<file path="src/rtl/fetch_unit.sv">
// fetch_unit: instruction fetch stage ahead of the control unit.
// It holds the 8-bit PC and fetches 16-bit instructions over a req/ack
// handshake. Each instruction is held in the IR for one or more execute
// cycles. Jump and branch redirects are applied when the stage leaves EXEC.
// Optional feature macro: FETCH_WRAP_HALT_EN. When it is defined, a
// sequential step past PC 8'hFF parks the block in HALT instead of
// wrapping to 8'h00.
module fetch_unit #(
    parameter logic [7:0] RESET_PC = 8'h00
) (
    input  logic        clk,
    input  logic        rst,
    input  logic        run,
    input  logic        exec_stall,
    input  logic        pc_jump,
    input  logic        pc_branch,
    input  logic [7:0]  RAM_adr,
    output logic        imem_req,
    output logic [7:0]  imem_adr,
    input  logic [15:0] imem_data,
    input  logic        imem_ack,
    output logic [15:0] instruction,
    output logic        instr_valid,
    output logic [7:0]  pc,
    output logic        halted
);

    typedef enum logic [1:0] {
        IDLE  = 2'd0,
        FETCH = 2'd1,
        EXEC  = 2'd2,
        HALT  = 2'd3
    } state_e;

    state_e      state_q, state_d;
    logic [7:0]  pc_q, pc_d;
    logic [15:0] ir_q, ir_d;
    logic        req_q;
    logic        valid_q;

    // Next-state, next-PC and IR-load decision
    // NOTE: every signal written here gets a default value first. Any path
    // that skipped an assignment would otherwise make synthesis infer a latch.
    always_comb begin
        state_d = state_q;
        pc_d    = pc_q;
        ir_d    = ir_q;
        unique case (state_q)
            IDLE: begin
                if (run) state_d = FETCH;
            end
            FETCH: begin
                // An ack is only meaningful while the request is outstanding
                if (imem_ack) begin
                    ir_d    = imem_data;
                    state_d = EXEC;
                end
            end
            EXEC: begin
                // A stall freezes the stage; redirects are only looked at on exit
                if (!exec_stall) begin
                    state_d = run ? FETCH : IDLE;
                    if (pc_jump || pc_branch) begin
                        // Jump and branch share one target, so no priority is needed
                        pc_d = RAM_adr;
                    end
`ifdef FETCH_WRAP_HALT_EN
                    else if (pc_q == 8'hFF) begin
                        // Running off the end of memory parks the block; PC stays at FF
                        state_d = HALT;
                    end
`endif
                    else begin
                        pc_d = pc_q + 8'd1;
                    end
                end
            end
            HALT: begin
                // Only reset leaves HALT
                state_d = HALT;
            end
            default: state_d = IDLE;
        endcase
    end

    // State, PC, IR and registered output flags; async reset clears them at once
    // NOTE: sequential state uses non-blocking assignments. All registers then
    // update together on the edge, whatever order the statements are in.
    always_ff @(posedge clk or posedge rst) begin
        if (rst) begin
            state_q <= IDLE;
            pc_q    <= RESET_PC;
            ir_q    <= 16'h0000;
            req_q   <= 1'b0;
            valid_q <= 1'b0;
        end else begin
            state_q <= state_d;
            pc_q    <= pc_d;
            ir_q    <= ir_d;
            // The flags are decoded from the next state, so each one is
            // valid in the same cycle the FSM enters its state.
            req_q   <= (state_d == FETCH);
            valid_q <= (state_d == EXEC);
        end
    end

`ifdef FETCH_WRAP_HALT_EN
    logic halted_q;

    // Registered HALT indication
    always_ff @(posedge clk or posedge rst) begin
        if (rst) begin
            halted_q <= 1'b0;
        end else begin
            halted_q <= (state_d == HALT);
        end
    end

    assign halted = halted_q;
`else
    // Without the wrap-halt feature, HALT is unreachable
    assign halted = 1'b0;
`endif

    assign imem_req    = req_q;
    assign imem_adr    = pc_q;
    assign pc          = pc_q;
    assign instruction = ir_q;
    assign instr_valid = valid_q;

endmodule

</file>
<file path="config.mk">
export PLATFORM = sky130hd
export DESIGN_NAME = fetch_unit
export DESIGN_NICKNAME = d
export VERILOG_FILES = /design/src/rtl/fetch_unit.sv
export SDC_FILE = /design/constraint.sdc
export NUM_CORES = 1
export LEC_CHECK = 0
export ABC_CLOCK_PERIOD_IN_PS = 2520
export BUFFER_PORTS_ARGS = -buffer_cell sky130_fd_sc_hd__buf_4
export CORE_MARGIN = 3
export CORE_UTILIZATION = 40
export CTS_BUF_LIST = sky130_fd_sc_hd__clkbuf_4
export DETAILED_ROUTE_END_ITERATION = 8
export PLACE_DENSITY = 0.81
export SLEW_MARGIN = 20
export SYNTH_ARGS = -nofsm -noshare
export SYNTH_HDL_FRONTEND = slang
export SYNTH_SLANG_ARGS = --single-unit
</file>
<file path="constraint.sdc">
create_clock -name clk -period 2.52 [get_ports clk]
set_input_delay 0.126 -clock clk [delete_from_list [all_inputs] [get_ports clk]]
set_output_delay 0.126 -clock clk [all_outputs]
set_load 0.02 [all_outputs]
</file>
==> results of run 1 <==
[cell families (layout without fill, tap and decap cells)]
family | after synthesis | count (layout) | synth area share
flops | 28 | 28 | 0.480
simple gates | 26 | 26 | 0.136
compound gates | 22 | 22 | 0.117
mux | 21 | 21 | 0.181
buf+inv | 14 | 72 | 0.0746
fa+ha+maj | 1 | 1 | 0.00857
other cells | 1 | 1 | 0.00257
[metal layers]
layer | vias to the layer above | global-route usage | part of all wire
met4 | 0 | 0.0355 | 0.0029
met1 | 546 | 0.179 | 0.42
met3 | 2 | 0.0323 | 0.078
met2 | 51 | 0.248 | 0.50
li1 | 518 | - | -
met5 | - | 0 | 0
[worst register-to-register path, cell delays in order (launching register included)]
cell	delay, ns
dfrtp_1	0.50
nor3b_2	0.77
o21ai_0	0.23
mux2i_1	0.20
[flip-flops by register name, indices dropped and copies added, names as in the netlist]
signal       count
instruction     16
imem_adr         8
instr_valid      1
state_q          2
imem_req         1
[cells in the mapped netlist (all sizes together) (3+ instances only)]
library cell  instances  area, sq um
dfrtp                28          701
mux2                 16          214
o21bai                3         22.5
mux2i                 5         50.1
o21ai                 5         32.5
buf                  12          101
a21oi                 4         23.8
nor2                  6         22.5
[path summary, 6_finish.rpt]
| check | start | to | depth (start not counted) |
|---|---|---|---|
| max in group asynchronous | rst | imem_adr[1] | 3 |
| max reg2reg | state_q[0] | imem_adr[0] | 3 |
| min in group asynchronous | rst | imem_req | 3 |
| max | state_q[0] | imem_adr[0] | 3 |
| min | imem_data[5] | instruction[5] | 2 |
| min reg2reg | instruction[11] | instruction[11] | 1 |
[power groups by stage]
| stage | Clock (W) | Combinational (W) | Sequential [W] |
|---|---|---|---|
| after CTS | 0.000193 | 0.00134 | 0.000900 |
| after global routing | 0.000207 | 0.00140 | 0.000936 |
| after global placement | 0 | 0.00131 | 0.000883 |
| final | 0.000184 | 0.00133 | 0.000899 |
| after detailed placement | 0 | 0.00134 | 0.000910 |
| after floorplan | 0 | 0.000639 | 0.00112 |
[layout make-up]
| type | instances | area share |
|---|---|---|
| timing repair buffer | 66 | 0.258 |
| multi-input combinational | 71 | 0.334 |
| clock inverter | 1 | 0.00193 |
| sequential | 28 | 0.361 |
| inverter | 2 | 0.00387 |
| tap | 46 | 0.0296 |
| clock buffer | 3 | 0.0116 |
[stage by stage]
step | hold WS [ns] | cells | worst slack (ns) | instance area (sq um) | util
6_report | 0.0238 | 217 | 0.749 | 1940 | 0.568
3_5_place_dp | 0.363 | 211 | 0.808 | 1900 | 0.555
5_1_grt | 0.000505 | 217 | 0.616 | 1940 | 0.568
2_1_floorplan | 0.191 | 113 | 1.12 | 1460 | -
4_1_cts | 0.00938 | 215 | 0.762 | 1920 | 0.563
3_3_place_gp | 0.360 | 211 | 0.886 | 1900 | 0.555
==> results by group, run 1 <==
Power
  • Switching part of the total: 0.421
  • Clk pwr share: 0.076
  • Logic pwr share: 0.551
  • Reg power frac: 0.373
  • Int Power: 0.00140 W
  • Peak VDD IR: 0.526 mV
  • PwrDens: 1240 mW/mm^2
  • Net switching power figure: 0.00102 W
  • Leak Pwr: 0.946 nW
  • Total Power: 0.00241 W

Floorplan
  • Row count: 21
  • Die height: 66.4 um
  • Die W: 66.4 um
  • Die area: 0.00441 sq mm
  • Starting density of the core: 0.427
  • Num ports: 66
  • Core area: 0.00342 sq mm

Detailed routing
  • DRT Pass-1 Iters: 4
  • Residual DRC count: 0
  • Final wirelength: 3410 um
  • DRT iter0 DRCs: 70
  • Via count: 1117
  • Routed Antenna Nets: 0
  • Via density: 5.15
  • DR WL/cell: 15.7 um

Cells and area
  • Synthesis-to-layout area growth: 33.1%
  • Area of the multi-input gates: 649 sq um
  • Final net count: 204
  • Most frequent cells in the layout: 64 x buf_4, 28 x dfrtp_1, 9 x mux2_4
  • Commonest non-fill, non-tap cell in the layout: buf_4
  • Reg area: 701 sq um
  • FILL cells: 302
  • Diode count: 0
  • Layout cells sized above 1: 0.561

STA
  • Worst Skew: 0.00668 ns
  • Final min period: 1.77 ns
  • Final slew viol count: 0
  • Max transition margin: 0.411
  • Tcrit/Tclk final: 0.703
  • Hold violation total from the final report: 0
  • Max Clock Freq: 565 MHz
  • Unrepaired setup endpoints after global routing: false
  • Setup TNS: 0 ns
  • Setup-failing EPs final: 0
  • Slew @ Worst Pin: 0.880 ns

Setup path
  • Dominant delay contributor by cell family on the critical path: simple AND/OR/NAND/NOR gates
  • Crit start category: register
  • WS Path Type: reg2reg
  • Slowest stage delay, CP: 0.77 ns
  • R2R setup slack: 0.75 ns
  • Crit path buf inv count: 0
  • Worst EP required: 2.77 ns
  • Critical path, cell by cell: nor3b_2, o21ai_0, mux2i_1
  • Worst EP arrival: 2.02 ns
  • Slowest cell on crit path: nor3b_2
  • Crit path capture type: register
  • Worst-path maximum fanout: 12

Clocking
  • CTS tree: done
  • Post CTS Setup Buffer Count: 0
  • Clock-pin slew on the worst setup and hold paths: 0.15 ns
  • Insertion delay to the later sink of the worst-skew pair: 0.32 ns
  • CTS Buf Count: 3
  • Clock root cell: clkbuf_4
  • Cts hold-fix bufs: 0
  • Sink Count: 28
  • Worst-case clock buffer depth: 2
  • H-tree depth: 1
  • CTS resizes: 0

Flow run
  • Max-Cap Viols: 0

Placed design
  • DPL Wire Length: 2570 um
  • Port bufs: 64
  • GP Congestion: 0.820

GRT
  • Antenna violations before repair: 0
  • Largest net degree at the start of global routing: 29
  • First-pass GRT wire length: 4930 um
  • Grt ovf: 0
  • Tot GR Track Use: 0.143
  • Number of global-route vias before repair: 1069

Logic synthesis
  • Total nets after synthesis: 145
  • Post-synth EDFFs: 0
  • Syn avg cell area: 12.9 sq um
  • Top_reg_cell synth: dfrtp_1
  • Post-Synthesis Cells: 113
  • Post-synth ARST share: 1.00
  • Register bit total from synthesis: 28
  • Yosys warns: 0
  • Synthesized area: 0.00146 sq mm
  • Yosys cell types: 37
  • Seq/Total Area, Yosys: 0.480

Run status
  • Status: finished, final reports clean

Worst hold path
  • Hold Path Class: in2reg
(Power assumes the default switching activity.)
==> inputs of run 2 (changes only) <==
Settings changed: ABC_AREA from default to 1, ABC_CLOCK_PERIOD_IN_PS 2520 to 1650, PLACE_DENSITY 0.81 to 0.82.
Clock period 2.52 ns to 1.65 ns, I/O delays scaled along.
==> run 2 against run 1 <==
  * First-iteration DRC count is 16% lower
  * Highest routed layer unchanged
  * Routed wire length increased by 1.6%
  * Core utilization rose by 7.5 points
==> results by group, run 2 <==
Run status
  • Status: finished, final reports clean

Logic synthesis
  • Post-synth EDFFs: 0
  • Total nets after synthesis: 207
  • Top_reg_cell synth: dfrtp_1
  • Top cells by count, synth: 74 x nand2_1, 28 x dfrtp_1, 16 x nor2_1
  • Syn avg cell area: 7.86 sq um
  • Synth top area share: 0.510
  • Synth area leader: dfrtp_1
  • Count leader, synth: nand2_1
  • Post-Synthesis Cells: 175
  • Yosys warns: 0
  • Synthesized area: 0.00138 sq mm
  • Yosys cell types: 18
  • Register bit total from synthesis: 28
  • Post-synth ARST share: 1.00
  • Synth area leaders: dfrtp_1 51%, nand2_1 20%, buf_4 6.0%
  • Seq/Total Area, Yosys: 0.510

Clocking
  • CTS Buf Count: 3
  • Clock-pin slew on the worst setup and hold paths: 0.14 ns
  • Sink Count: 28
  • Insertion delay to the later sink of the worst-skew pair: 0.32 ns
  • CTS tree: done
  • CTS resizes: 0
  • Clock root cell: clkbuf_4
  • Worst-case clock buffer depth: 2
  • H-tree depth: 1

Floorplan
  • Die W: 64.6 um
  • Num ports: 66
  • Core area: 0.00315 sq mm
  • Die height: 64.6 um
  • Die area: 0.00418 sq mm
  • Row count: 20
  • Starting density of the core: 0.436

Setup path
  • Worst EP required: 1.88 ns
  • Worst-path maximum fanout: 6
  • Worst EP arrival: 1.52 ns
  • WS Path Type: reg2reg
  • Crit start category: register
  • Crit path capture type: register

Placed design
  • Port bufs: 64
  • DPL Wire Length: 2410 um
  • Cell count after placement: 274
  • GP Congestion: 0.710
  • DP Worst Slack: 0.395 ns

Detailed routing
  • Final wirelength: 3460 um
  • Residual DRC count: 0
  • Via count: 1322
  • DR WL/cell: 11.8 um
  • Via density: 4.50
  • Routed Antenna Nets: 0
  • DRT iter0 DRCs: 59
  • DRT Pass-1 Iters: 4

GRT
  • Antenna violations before repair: 0
  • Grt ovf: 0
  • Tot GR Track Use: 0.172
  • First-pass GRT wire length: 5740 um
  • Number of global-route vias before repair: 1287
  • Largest net degree at the start of global routing: 29

Cells and area
  • Non-Filler Instances: 294
  • Reg area: 701 sq um
  • Commonest non-fill, non-tap cell in the layout: nand2_1
  • Area of the multi-input gates: 518 sq um
  • Final Core Density: 0.643
  • Layout cells sized above 1: 0.312
  • Final net count: 284
  • Diode count: 0
  • Synthesis-to-layout area growth: 47.5%
  • Most frequent cells in the layout: 74 x nand2_1, 68 x buf_4, 28 x dfrtp_1
  • FILL cells: 286
  • Number of flip-flops under the largest register name: 16

STA
  • Tcrit/Tclk final: 0.785
  • Max Clock Freq: 772 MHz
  • Worst Skew: 0.00208 ns
  • Final slew viol count: 0
  • Unrepaired setup endpoints after global routing: false
  • Final setup margin: 0.355 ns
  • Hold violation total from the final report: 0
  • Setup TNS: 0 ns
  • Final min period: 1.29 ns
  • Setup-failing EPs final: 0

Power
  • Leak Pwr: 1.11 nW
  • PwrDens: 1680 mW/mm^2
  • Peak VDD IR: 0.929 mV
  • Total Power: 0.00341 W

Worst hold path
  • Hold Path Class: in2reg

Flow run
  • Max-Cap Viols: 0
-- run 2: changes by cell type after synthesis, sizes merged, moves of 5 or more --
| cell | previous run | this run |
|---|---|---|
| nand2 | 2 | 75 |
| mux2 | 16 | 0 |
| nor2 | 6 | 20 |
| inv | 2 | 13 |
| nand3 | 2 | 9 |
| mux2i | 5 | 0 |
-- run 2: where the power goes --
part / switching [W] / internal (W)
clock: 0.000186 / 0.0000855
combinational: 0.00106 / 0.000782
sequential: 0.000291 / 0.000999
-- run 2: final cells by class --
type / count / share of cell area
Timing Repair Buffer: 85 / 0.336
Tap cell: 44 / 0.0271
Inverter: 13 / 0.0253
Multi-Input combinational cell: 121 / 0.255
Sequential cell: 28 / 0.345
Clock buffer: 3 / 0.0111
-- run 2: layer usage --
layer | vias up | share of wire | GRT usage
met5 | - | 0 | 0
met2 | 34 | 0.52 | 0.305
met3 | 6 | 0.049 | 0.0399
met1 | 605 | 0.41 | 0.201
met4 | 0 | 0.024 | 0.0607
li1 | 677 | - | -
-- run 2: kinds of logic after synthesis --
family,Yosys count,share of synthesized area
AO/OA/AOI/OAI,13,0.0500
XOR/XNOR,1,0.00637
adder cells (fa/ha/maj),1,0.00910
buffers and inverters,26,0.114
flip-flops,28,0.510
other,1,0.00273
AND/OR/NAND/NOR,105,0.308
-- run 2: worst max-delay path, stage by stage (launching register included) --
cell and delay [ns]:
dfrtp_1 0.47, ha_1 0.23, nand3_1 0.14, o21ai_0 0.18
nand3_1 0.08, nand2_1 0.06, nand2_1 0.04
-- run 2: per-stage QoR --
stage               cell area [sq um]  hold slack [ns]
floorplan                        1380            0.148
global placement                 1840            0.176
detailed placement               1840            0.178
CTS                              2030          0.00270
global route                     2030           0.0118
finish                           2030          0.00534
-- run 2: worst paths after layout --
check	from	end	slack [ns]	cells after the start
min in group asynchronous	rst	imem_adr[6]	0.36	4
min reg2reg	instruction[0]	instruction[0]	0.49	2
max reg2reg	imem_adr[1]	imem_adr[6]	0.36	6
max	imem_adr[1]	imem_adr[6]	0.36	6
max in group asynchronous	rst	imem_adr[3]	1.03	4
min	RAM_adr[0]	imem_adr[0]	0.005	3
-- run 2: repair_timing --
item,4_1_cts,5_1_grt
hold buffers,17,0
setup buffers,0,0
endpoints found under the hold margin,44,0
==> inputs of run 3 (changes only) <==
Settings changed: ABC_CLOCK_PERIOD_IN_PS 1650 to 1300.
Clock period 1.65 ns to 1.3 ns, I/O delays scaled along.
==> run 3 against run 2 <==
  * Routed wire length down 1.0%
  * Die area did not move
  * Hold slack about the same
  * Sequential share of layout area decreased by 0.50 points
  * Register-to-register slack lost 0.24 ns
  * Power grew 29%
  * Cell area grew 1.5%
  * Global-route usage barely moved
  * Clock power up 24%
==> results by group, run 3 (synthesis results as in run 2) <==
Clocking
  • H-tree depth: 1
  • Clock root cell: clkbuf_4
  • Insertion delay to the later sink of the worst-skew pair: 0.32 ns
  • Clock-pin slew on the worst setup and hold paths: 0.13 ns
  • CTS Buf Count: 3
  • CTS tree: done
  • Sink Count: 28
  • Worst-case clock buffer depth: 2

Floorplan
  • Die W: 64.6 um
  • Row count: 20
  • Die area: 0.00418 sq mm
  • Core area: 0.00315 sq mm
  • Starting density of the core: 0.436
  • Num ports: 66
  • Die height: 64.6 um

Power
  • Clk pwr share: 0.077
  • Net switching power figure: 0.00197 W
  • Int Power: 0.00243 W
  • Peak VDD IR: 1.02 mV
  • Reg power frac: 0.360
  • PwrDens: 2140 mW/mm^2
  • Total Power: 0.00440 W
  • Leak Pwr: 1.12 nW
  • Logic pwr share: 0.563
  • Switching part of the total: 0.447

Setup path
  • Crit start category: register
  • R2R setup slack: 0.11 ns
  • Reg-to-reg startpoint: imem_adr[0]
  • WS Path Type: reg2reg
  • Crit Reg-Reg Endpoint: imem_adr[4]
  • Crit path capture type: register
  • Worst EP required: 1.53 ns
  • Worst-path maximum fanout: 3
  • Worst EP arrival: 1.42 ns
  • R2r worst-path depth: 6

STA
  • Final min period: 1.19 ns
  • Max Clock Freq: 842 MHz
  • Worst Skew: 0.00233 ns
  • Setup-failing EPs final: 0
  • Setup TNS: 0 ns
  • Hold violation total from the final report: 0
  • Final slew viol count: 0
  • Unrepaired setup endpoints after global routing: false
  • Final hold slack: 0.00526 ns
  • Tcrit/Tclk final: 0.914

Detailed routing
  • Residual DRC count: 0
  • DRT iter0 DRCs: 54
  • Via density: 4.39
  • Routed Antenna Nets: 0
  • DR WL/cell: 11.5 um
  • DRT Pass-1 Iters: 4
  • Final wirelength: 3430 um
  • Via count: 1304

Cells and area
  • Layout cells sized above 1: 0.328
  • Final Core Density: 0.653
  • Area of the multi-input gates: 526 sq um
  • FILL cells: 281
  • Final instance area: 0.00206 sq mm
  • Final net count: 287
  • Reg area: 701 sq um
  • Most frequent cells in the layout: 74 x nand2_1, 71 x buf_4, 28 x dfrtp_1
  • Synthesis-to-layout area growth: 49.7%
  • Commonest non-fill, non-tap cell in the layout: nand2_1
  • Number of flip-flops under the largest register name: 16
  • Diode count: 0

Worst hold path
  • HP Start: RAM_adr[0]
  • Hold Path Class: in2reg
  • Hold path cells: 3
  • Worst hold endpoint: imem_adr[0]

Flow run
  • Max-Cap Viols: 0

Placed design
  • Placement Cell Area: 0.00186 sq mm
  • DPL Wire Length: 2470 um
  • Port bufs: 64
  • GP Congestion: 0.750

GRT
  • First-pass GRT wire length: 5650 um
  • Tot GR Track Use: 0.172
  • Grt ovf: 0
  • Antenna violations before repair: 0
  • Largest net degree at the start of global routing: 29
  • Number of global-route vias before repair: 1314

Run status
  • Status: finished, final reports clean
## run 3: cell count changes in the layout (fill, tap and decap cells not counted), sizes merged
| cell | before | now |
|---|---|---|
| buf | 68 | 71 |
## run 3: critical path, stage by stage (launching register included)
cell     delay (ns)
dfrtp_1        0.41
ha_1           0.23
nand3_1        0.15
xor2_1         0.15
nand2_1        0.06
nand2_1        0.05
nand2_1        0.04
## run 3: power groups by stage
stage	logic [W]	clock network [W]	registers (W)
after floorplan	0.00104	0	0.00205
after global placement	0.00239	0	0.00159
final	0.00248	0.000338	0.00158
after CTS	0.00249	0.000352	0.00159
after detailed placement	0.00245	0	0.00161
after global routing	0.00271	0.000386	0.00165
## run 3: layout make-up
class                   instances  area share
multi-input cells             121       0.255
inverters                      13      0.0249
flip-flops and latches         28       0.340
repair buffers                 88       0.342
clock buffers                   3      0.0109
well taps                      44      0.0267
## run 3: timing repair
item                                    4_1_cts  5_1_grt
hold buffers                                 17        0
endpoints found under the setup margin        0        2
resized for setup                             0        3
hold endpoints to repair                     44        0
buffers inserted                              0        0
## run 3: metal layers
| metal | wire (um) | vias to the layer above | part of all wire | track usage |
|---|---|---|---|---|
| met5 | 0 | - | 0 | 0 |
| met4 | 74 | 0 | 0.022 | 0.0633 |
| met3 | 151 | 6 | 0.044 | 0.0399 |
| met2 | 1800 | 33 | 0.53 | 0.318 |
| met1 | 1400 | 583 | 0.41 | 0.189 |
| li1 | - | 682 | - | - |
## run 3: worst max path at each step
stage	from	to	slack [ns]	depth (start not counted)
after floorplan	imem_adr[1]	imem_adr[6]	0.005	6
after global placement	state_q[0]	imem_adr[5]	0.17	6
after detailed placement	imem_adr[0]	imem_adr[4]	0.13	6
after CTS	state_q[0]	imem_adr[5]	0.10	6
after global routing	imem_adr[0]	imem_adr[4]	0.005	6
final	imem_adr[0]	imem_adr[4]	0.11	6
## run 3: stage by stage
stage	instances	setup WS, ns
finish	297	0.112
global route	297	0.00463
CTS	297	0.101
detailed placement	277	0.131
global placement	277	0.168
floorplan	175	0.00519
